## src/rtl/spi_pkg.sv

```systemverilog
`default_nettype none
// +--------------------------------------------------------------------+
// | spi_pkg : shared frame geometry and FSM state type for spi_master   |
// | Revision: 1.0                                                       |
// +--------------------------------------------------------------------+
package spi_pkg;

   localparam int SPI_FRAME_BITS = 40;
   localparam int SPI_ADDR_BITS  = 8;
   localparam int SPI_DATA_BITS  = 32;

   typedef enum logic [2:0] {
      ST_IDLE  = 3'd0,
      ST_SETUP = 3'd1,
      ST_HIGH  = 3'd2,
      ST_LOW   = 3'd3,
      ST_HOLD  = 3'd4,
      ST_GAP   = 3'd5
   } spi_state_e;

endpackage
`default_nettype wire

```

## src/rtl/spi_master_if.sv

```systemverilog
`default_nettype none
// +--------------------------------------------------------------------+
// | spi_master_if : request/response handshake plus SPI pins            |
// | Revision: 1.0                                                       |
// +--------------------------------------------------------------------+
interface spi_master_if;
   import spi_pkg::*;

   logic                     Start;
   logic [SPI_ADDR_BITS-1:0] Addr;
   logic                     Busy;
   logic                     Done;
   logic [SPI_DATA_BITS-1:0] Data_Out;
   logic                     SPI_CLK;
   logic                     SPI_CS;
   logic                     SPI_MOSI;
   logic                     SPI_MISO;

   modport master (
      input  Start, Addr, SPI_MISO,
      output Busy, Done, Data_Out, SPI_CLK, SPI_CS, SPI_MOSI
   );

   modport slave (
      output Start, Addr, SPI_MISO,
      input  Busy, Done, Data_Out, SPI_CLK, SPI_CS, SPI_MOSI
   );

endinterface
`default_nettype wire

```

## src/rtl/spi_half_period_timer.sv

```systemverilog
`default_nettype none
// +--------------------------------------------------------------------+
// | spi_half_period_timer : reloadable HALF_PERIOD down-counter         |
// | Revision: 1.0                                                       |
// +--------------------------------------------------------------------+
module spi_half_period_timer #(
   parameter int HALF_PERIOD = 8
) (
   input  logic Clk,
   input  logic Reset,
   input  logic load_i,
   output logic expire_o
);

   localparam logic [7:0] C_RELOAD = 8'(HALF_PERIOD - 1);

   logic [7:0] cnt_q;
   logic [7:0] cnt_d;

   // Loading HALF_PERIOD-1 makes expiry fall on the last cycle of the state.
   always_comb begin
      cnt_d = cnt_q;
      if (load_i) begin
         cnt_d = C_RELOAD;
      end else if (cnt_q != 8'd0) begin
         cnt_d = cnt_q - 8'd1;
      end
   end

   always_ff @(posedge Clk) begin
      if (Reset) begin
         cnt_q <= 8'd0;
      end else begin
         cnt_q <= cnt_d;
      end
   end

   assign expire_o = (cnt_q == 8'd0);

endmodule
`default_nettype wire

```

## src/rtl/spi_master.sv

```systemverilog
`default_nettype none
// +--------------------------------------------------------------------+
// | spi_master : 40-bit read frame (8-bit address out, 32-bit data in)  |
// | Revision: 1.0                                                       |
// +--------------------------------------------------------------------+
module spi_master
   import spi_pkg::*;
#(
   parameter int HALF_PERIOD = 8
) (
   input  logic         Clk,
   input  logic         Reset,
   spi_master_if.master bus
);

   localparam int               CNT_W        = $clog2(SPI_FRAME_BITS + 1);
   localparam logic [CNT_W-1:0] C_LAST_BIT   = CNT_W'(SPI_FRAME_BITS);
   localparam logic [CNT_W-1:0] C_FIRST_DATA = CNT_W'(SPI_FRAME_BITS - SPI_DATA_BITS);

   spi_state_e               state_q, state_d;
   logic [CNT_W-1:0]         bit_cnt_q, bit_cnt_d;
   logic [SPI_ADDR_BITS-1:0] addr_sr_q, addr_sr_d;
   logic                     cs_q, cs_d;
   logic                     sclk_q, sclk_d;
   logic                     mosi_q, mosi_d;
   logic                     busy_q, busy_d;
   logic                     done_q, done_d;
   logic                     rise_q, rise_d;
   logic                     miso_meta_q, miso_sync_q;
   logic [SPI_DATA_BITS-1:0] rx_q;
   logic [SPI_DATA_BITS-1:0] data_out_q;
   logic                     tmr_load;
   logic                     tmr_expire;

   spi_half_period_timer #(
      .HALF_PERIOD (HALF_PERIOD)
   ) u_timer (
      .Clk      (Clk),
      .Reset    (Reset),
      .load_i   (tmr_load),
      .expire_o (tmr_expire)
   );

   always_comb begin
      state_d   = state_q;
      bit_cnt_d = bit_cnt_q;
      addr_sr_d = addr_sr_q;
      tmr_load  = 1'b0;
      unique case (state_q)
         ST_IDLE: begin
            if (bus.Start) begin
               state_d   = ST_SETUP;
               addr_sr_d = bus.Addr;
               bit_cnt_d = '0;
               tmr_load  = 1'b1;
            end
         end
         ST_SETUP: begin
            if (tmr_expire) begin
               state_d  = ST_HIGH;
               tmr_load = 1'b1;
            end
         end
         ST_HIGH: begin
            if (tmr_expire) begin
               bit_cnt_d = bit_cnt_q + CNT_W'(1);
               tmr_load  = 1'b1;
               if (bit_cnt_d == C_LAST_BIT) begin
                  state_d = ST_HOLD;
               end else begin
                  state_d   = ST_LOW;
                  addr_sr_d = {addr_sr_q[SPI_ADDR_BITS-2:0], 1'b0};
               end
            end
         end
         ST_LOW: begin
            if (tmr_expire) begin
               state_d  = ST_HIGH;
               tmr_load = 1'b1;
            end
         end
         ST_HOLD: begin
            if (tmr_expire) begin
               state_d  = ST_GAP;
               tmr_load = 1'b1;
            end
         end
         ST_GAP: begin
            if (tmr_expire) begin
               state_d = ST_IDLE;
            end
         end
         default: begin
            state_d = ST_IDLE;
         end
      endcase

      // Pin values are decoded from the next state so they register glitch-free.
      cs_d   = !(state_d inside {ST_SETUP, ST_HIGH, ST_LOW, ST_HOLD});
      sclk_d = (state_d == ST_HIGH);
      mosi_d = (state_d inside {ST_SETUP, ST_HIGH, ST_LOW}) ? addr_sr_d[SPI_ADDR_BITS-1] : 1'b0;
      busy_d = (state_d != ST_IDLE);
      done_d = (state_q == ST_HOLD) && (state_d == ST_GAP);
      rise_d = (state_q != ST_HIGH) && (state_d == ST_HIGH);
   end

   always_ff @(posedge Clk) begin
      if (Reset) begin
         state_q     <= ST_IDLE;
         bit_cnt_q   <= '0;
         addr_sr_q   <= '0;
         cs_q        <= 1'b1;
         sclk_q      <= 1'b0;
         mosi_q      <= 1'b0;
         busy_q      <= 1'b0;
         done_q      <= 1'b0;
         rise_q      <= 1'b0;
         miso_meta_q <= 1'b0;
         miso_sync_q <= 1'b0;
         rx_q        <= '0;
         data_out_q  <= '0;
      end else begin
         state_q     <= state_d;
         bit_cnt_q   <= bit_cnt_d;
         addr_sr_q   <= addr_sr_d;
         cs_q        <= cs_d;
         sclk_q      <= sclk_d;
         mosi_q      <= mosi_d;
         busy_q      <= busy_d;
         done_q      <= done_d;
         rise_q      <= rise_d;
         miso_meta_q <= bus.SPI_MISO;
         miso_sync_q <= miso_meta_q;
         // rise_q marks the first SPI_CLK-high cycle; the first 8 edges are address time.
         if (rise_q && (bit_cnt_q >= C_FIRST_DATA)) begin
            rx_q <= {rx_q[SPI_DATA_BITS-2:0], miso_sync_q};
         end
         if (done_d) begin
            data_out_q <= rx_q;
         end
      end
   end

   assign bus.SPI_CS   = cs_q;
   assign bus.SPI_CLK  = sclk_q;
   assign bus.SPI_MOSI = mosi_q;
   assign bus.Busy     = busy_q;
   assign bus.Done     = done_q;
   assign bus.Data_Out = data_out_q;

endmodule
`default_nettype wire

```

## src/flat_wrapper.sv

```systemverilog
// flat-port wrapper written by rule: the top's interface ports become plain ports
module spi_master_flat import spi_pkg::*;
#(
   parameter int HALF_PERIOD = 8
)
  (Clk, Reset, bus_Start, bus_Addr, bus_SPI_MISO, bus_Busy, bus_Done, bus_Data_Out, bus_SPI_CLK, bus_SPI_CS, bus_SPI_MOSI);
  spi_master_if bus_i ();
  input  logic Clk;
  input  logic Reset;
  input wire logic [$bits(bus_i.Start)-1:0] bus_Start;
  input wire logic [$bits(bus_i.Addr)-1:0] bus_Addr;
  input wire logic [$bits(bus_i.SPI_MISO)-1:0] bus_SPI_MISO;
  output wire logic [$bits(bus_i.Busy)-1:0] bus_Busy;
  output wire logic [$bits(bus_i.Done)-1:0] bus_Done;
  output wire logic [$bits(bus_i.Data_Out)-1:0] bus_Data_Out;
  output wire logic [$bits(bus_i.SPI_CLK)-1:0] bus_SPI_CLK;
  output wire logic [$bits(bus_i.SPI_CS)-1:0] bus_SPI_CS;
  output wire logic [$bits(bus_i.SPI_MOSI)-1:0] bus_SPI_MOSI;
  assign bus_i.Start = bus_Start;
  assign bus_i.Addr = bus_Addr;
  assign bus_i.SPI_MISO = bus_SPI_MISO;
  assign bus_Busy = bus_i.Busy;
  assign bus_Done = bus_i.Done;
  assign bus_Data_Out = bus_i.Data_Out;
  assign bus_SPI_CLK = bus_i.SPI_CLK;
  assign bus_SPI_CS = bus_i.SPI_CS;
  assign bus_SPI_MOSI = bus_i.SPI_MOSI;
  spi_master #(.HALF_PERIOD(HALF_PERIOD)) u_core (.Clk(Clk), .Reset(Reset), .bus(bus_i));
endmodule
```

## config.mk

```make
export PLATFORM = sky130hd
export DESIGN_NAME = spi_master_flat
export DESIGN_NICKNAME = d
export VERILOG_FILES = /design/src/rtl/spi_pkg.sv /design/src/rtl/spi_master_if.sv /design/src/rtl/spi_half_period_timer.sv /design/src/rtl/spi_master.sv /design/src/flat_wrapper.sv
export SDC_FILE = /design/constraint.sdc
export NUM_CORES = 1
export LEC_CHECK = 0
export ABC_AREA = 1
export CORE_UTILIZATION = 54
export DETAILED_ROUTE_END_ITERATION = 12
export HOLD_SLACK_MARGIN = 0.02
export PLACE_DENSITY = 0.79
export SLEW_MARGIN = 20
export SYNTH_ARGS = -nofsm -noshare
export SYNTH_HDL_FRONTEND = slang
export SYNTH_SLANG_ARGS = --single-unit
```

## constraint.sdc

```tcl
create_clock -name Clk -period 2.15 [get_ports Clk]
set_input_delay 0.43 -clock Clk [delete_from_list [all_inputs] [get_ports Clk]]
set_output_delay 0.43 -clock Clk [all_outputs]
set_load 0.01 [all_outputs]
```

; ---- Word level (Yosys, flattened, before mapping)
; Index checks and enable logic that the tools add are counted.
; Widths: inputs -> output; s select.
[totals]
reg_bits = 97
latch_bits = 0
ram_bits = 0
romBits = 0
input_bits = 12
out_inout_bits = 37
n_memories = 0
[classes]
n_addsub = 2
n_mul = 0
div = 0
order_cmp = 1
n_eq_ne = 15
n_shift = 0
n_mux = 19
bitwise_logic = 1
reduce_logical = 18
[op_table]
columns = op, count
row1 = $mux 3, 8
row2 = $mux 8, 3
row3 = $pmux 8 s2, 1
row4 = $pmux 3 s5, 1
row5 = $eq 3x2->1 const B, 4
row6 = $eq 3x3->1 const B, 4
row7 = $mux 6, 2
row8 = $pmux 6 s2, 1
row9 = $logic_not 8->1, 1
row10 = $reduce_bool 8->1, 1
row11 = $sub 8x1->8 const B, 1
row12 = $add 6x1->6 const B, 1
row13 = $eq 3x1->1 const B, 2
row14 = $eq 6x6->1 const B, 1
row15 = $ge 6x4->1 const B, 1
row16 = $reduce_bool 3->1, 2
row17 = $reduce_or 2->1, 3
row18 = $ne 2x2->1 const B, 2
row19 = $reduce_and 4->1, 1
row20 = $reduce_bool 2->1, 2
row21 = $reduce_bool 4->1, 1
row22 = $reduce_or 4->1, 1
row23 = $logic_and 1x1->1, 3
row24 = $logic_not 3->1, 1
row25 = other kinds (7), 8

; ---- Longest topological paths before layout
[logic_depth]
ltp_word = 9
ltp_mapped = 13
mapped_depth_nobuf = 13

; ---- By module
; From an unflattened synthesis, not the netlist that was laid out.
[hier_totals]
hier_cells = 512
area_unflattened_um2 = 3838.7
[modules_own_cells]
columns = module, n_inst, cells_per_inst, area_per_inst_um2, seq_area_each_um2
row1 = spi_master, 1, 442, 3379.5, 1781.7
row2 = spi_half_period_timer, 1, 70, 459.2, 160.2

; ---- Worst setup path before layout
; No wires, ideal clock.
[synth_path]
path_type = register -> register
start = register u_core.bit_cnt_q[0]
end = register u_core.cs_q, in the netlist u_core.bus.SPI_CS
arrival_ns = 1.457
required_ns = 2.037
path_slack_ns = 0.580
path_stages_with_launch = 12
path_buffers = 0
synth_period_minus_slack_ns = 1.570
cell_sequence = dfxtp_1 > ha_1 > nand2_1 > clkinv_1 > nand3_1 > nand2_1 > nor2_4 > nand3_1 > o21ai_2 > nand2_1 > nand3_2 > nand2_1
[synth_via]
elab_chain_len = 8
elab_cells_between_ends = 11
classes_between = add/sub: 1 / eq/ne: 5 / mux: 3 / reduce/logical: 2
[synth_rtl]
columns = item, line
row1 = start: declaration, spi_master.sv:21  ; logic [CNT_W-1:0] bit_cnt_q, bit_cnt_d;
row2 = start signal: assignment, spi_master.sv:124  ; bit_cnt_q <= bit_cnt_d;
row3 = $add 6x1->6 (*), spi_master.sv:66  ; bit_cnt_d = bit_cnt_q + CNT_W'(1);
row4 = $eq 6x6->1 (*), spi_master.sv:68  ; if (bit_cnt_d == C_LAST_BIT) begin
row5 = $mux 3 (*), spi_master.sv:68
row6 = $mux 3 (*), spi_master.sv:65  ; if (tmr_expire) begin
row7 = $pmux 3 s5 (*), spi_master.sv:49  ; unique case (state_q)
row8 = "$eq 3x1->1, or another cell as far along", spi_master.sv:99  ; cs_d = !(state_d inside {ST_SETUP, ST_HIGH, ST_LOW, ST_HOLD});
row9 = $reduce_bool 4->1 (*), spi_master.sv:99
row10 = $logic_not 1->1 (*), spi_master.sv:99
row11 = end signal: assignment, spi_master.sv:126  ; cs_q <= cs_d;
row12 = end: declaration, spi_master.sv:23  ; logic cs_q, cs_d;
; Mark *: on every way between the ends. The rest lies on a longest branch, timed or not.
; A chain may end at the register's enable or synchronous reset.

; ---- Worst setup path after layout
; Same ends and word-level chain as after synthesis.

==> flow_summary.yaml <==
yosys:
  ys_seq_elements: 97
  synth-async-reset-ratio: 0
  ys_warn_count: 0
  synth.top_cell.area_share: 0.5077
  syn_inst: 504
  netlist_top_cells_area: "dfxtp_1, nor2_1, o21ai_0"
  yosys.area.top_type: "dfxtp_1"
  synth_flop_cell: "dfxtp_1"
  synth_edf_count: 0
  synthMostInstantiatedCell: "nor2_1"
  ys_seq_area_frac: 0.5077
  netlist_area_sq_um: 3825
  syn_area_per_cell_sq_um: 7.589
  yosys-top-cells-count: "nor2_1, dfxtp_1, o21ai_0"
  netlist-cell-type-count: 31
  synth_nets: 520
pwr:
  p_leak_nw: 1.942
  p_per_area_nw_per_um2: 1036
  p_clk_frac: 0.253
  p_sw_frac: 0.3553
  ir_worst_vdd_v: 0.0004520
  p_int_mw: 3.076
  power_switching_mw: 1.696
  p_comb_frac: 0.289
  seqPwrFrac: 0.458
global_routing:
  overflow: 0
  track_usage: 0.2313
  grt_max_degree: 57
  grt_pass1_vias: 3082
  grt_pass1_wl_um: 13590
  antenna_found_initial: 0
timing:
  skew_ns: 0.006472
  whs_ns: 0.4171
  rsz0062_at_grt: "no"
  finalSetupViolations: 0
  hold_viol: 0
  fin_crit_sh: 0.8488
  worst_pin_slew_ns: 0.5636
  fin_crit_ns: 1.825
  tns_ns: 0
  max_freq_mhz: 548.0
  relSlewSlack: 0.6237
  slew_viol_final: 0
setup_path:
  worstSetupPathType: "register to register"
  cp-start-kind: "register"
  worst-path-buf-inv: 1
  endpoint_kind: "register"
  crit_family: "simple AND/OR/NAND/NOR gates"
  crit_chain: "ha_1 -> nand2_1 -> clkinv_1 -> nand3_1 -> nand2_1 -> nor2_4 -> nand3_1 -> o21ai_2 -> nand2_1 -> nand3_2 -> nand2_1"
  cpPeakStageDelay_ns: 0.38
  crit_required_ns: 2.41
  worst_path_max_delay_cell: "dfxtp_1"
  crit_arrival_ns: 2.08
  path_max_fanout: 7
  cp_common_cell: "nand2_1"
routing:
  wl_met1_um: 3705
  post_drt_wl_per_cell_um: 12.12
  ant_nets: 0
  drc: 0
  routed_wirelength_um: 7866
  wl_met3_um: 253
  via_per_inst: 5.034
  vias: 3267
  wl_met2_um: 3805
  first_iter_violations: 192
  drt_pass1_iterations: 5
  top_layer_used: "met4"
flow_run:
  cap_violations: 0
clocking:
  path_clk_slew_ns: 0.09
  ctsLongestPathBuffers: 2
  tritoncts: "built"
  cts_setup_buffers: 0
  htree_levels: 3
  clk_latency_ns: 0.36
  postCtsHoldBufs: 0
  ctsResizeCount: 0
  cts-root-buf: "clkbuf_8"
  cts_inserted_buffers: 9
  cts_sinks: 97
layout:
  nets: 564
  drive_gt1_frac: 0.09042
  antennaDiodeCount: 0
  synthToLayoutAreaGrowth_pct: 20.38
run_status:
  status: "finished, final reports clean"
placement:
  hpwl_um: 5177
  portBuffers: 48
  gp_congestion: 0.8877
floorplan:
  io_pins: 49
  start_util: 0.5599
  die_area_sq_um: 7424
  die_y_um: 86.16
  rows: 30
  die_w_um: 86.16
  coreArea_sq_um: 6832
min_path:
  hold_path_class: "register to register"
==> worst reg2reg max path, delay by kind of cell, from the launching register on <==
kind,cells,cell delay [ns]
AO/OA/AOI/OAI,1,0.17
flip-flops,1,0.38
AND/OR/NAND/NOR,8,0.83
buffers and inverters,1,0.10
adder cells (fa/ha/maj),1,0.23
==> power by group through the flow <==
| stage | combinational (mW) | sequential (mW) | clock [mW] |
|---|---|---|---|
| 6_report | 1.38 | 2.19 | 1.21 |
| 5_1_grt | 1.56 | 2.22 | 1.30 |
| 4_1_cts | 1.39 | 2.18 | 1.22 |
| 3_5_place_dp | 1.38 | 2.23 | 0 |
| 3_3_place_gp | 1.33 | 2.21 | 0 |
| 2_1_floorplan | 1.07 | 2.19 | 0 |
==> layout make-up <==
cell class / instances / area (sq um)
clock buffer: 9 / 123.9
fill: 599 / 2227
inverter: 39 / 146.4
multi-input combinational: 345 / 1643
sequential: 97 / 1942
clock inverter: 7 / 76.32
tap: 96 / 120.1
timing repair buffer: 56 / 553.0
==> worst paths after layout <==
path	startpoint	slack [ns]	to	cells after the start
max	u_core.bit_cnt_q[0]	0.33	u_core.bus.SPI_CS	11
min	u_core.miso_meta_q	0.42	u_core.miso_sync_q	2
max reg2reg	u_core.bit_cnt_q[0]	0.33	u_core.bus.SPI_CS	11
min reg2reg	u_core.miso_meta_q	0.42	u_core.miso_sync_q	2
==> metrics by stage <==
stage / power (mW) / setup WS [ns] / utilization / area, sq um / instances
after floorplan: 3.266 / 0.5803 / - / 3825 / 504
after global placement: 3.540 / 0.2760 / 0.6447 / 4404 / 633
after detailed placement: 3.603 / 0.2285 / 0.6447 / 4404 / 633
after CTS: 4.794 / 0.3035 / 0.6740 / 4604 / 649
after global routing: 5.089 / 0.1119 / 0.6740 / 4604 / 649
final: 4.772 / 0.3251 / 0.6740 / 4604 / 649
==> cell families (layout without fill, tap and decap cells) <==
kind of cell,Yosys count,in the layout,share of synthesized area
AND/OR/NAND/NOR,234,234,0.2676
AO/OA/AOI/OAI,106,106,0.1429
flip-flops,97,97,0.5077
buffers and inverters,62,111,0.06640
adder cells (fa/ha/maj),4,4,0.01309
XOR/XNOR,1,1,0.002290
==> metal layers <==
layer | up-vias | track usage
met1 | 1504 | 0.2859
li1 | 1703 | -
met3 | 8 | 0.04042
met5 | - | 0
met2 | 52 | 0.3903
met4 | 0 | 0.1121
==> state kept, by name (all words and copies together) (netlist names), 3 cells and up <==
signal                cells
u_core.addr_sr_q          8
u_core.bit_cnt_q          6
u_core.bus.Data_Out      32
u_core.rx_q              32
u_core.state_q            3
u_core.u_timer.cnt_q      8
==> layout by cell type, fill, tap and decap left out, drive strengths merged <==
cell type      instances
nand4                  5
nor3                   2
and2                   1
a211oi                 3
a31oi                  2
ha                     4
nand3b                 2
nor2                 155
a21oi                 23
xor2                   1
bufinv                 1
inv                   41
o21ai                 77
clkbuf                 9
buf                    8
clkdlybuf4s50         48
o31ai                  1
dfxtp                 97
nand3                 18
clkinv                 3
or2                    1
nand2                 50
clkinvlp               1
Note: power is estimated with default switching activity, not from simulation.
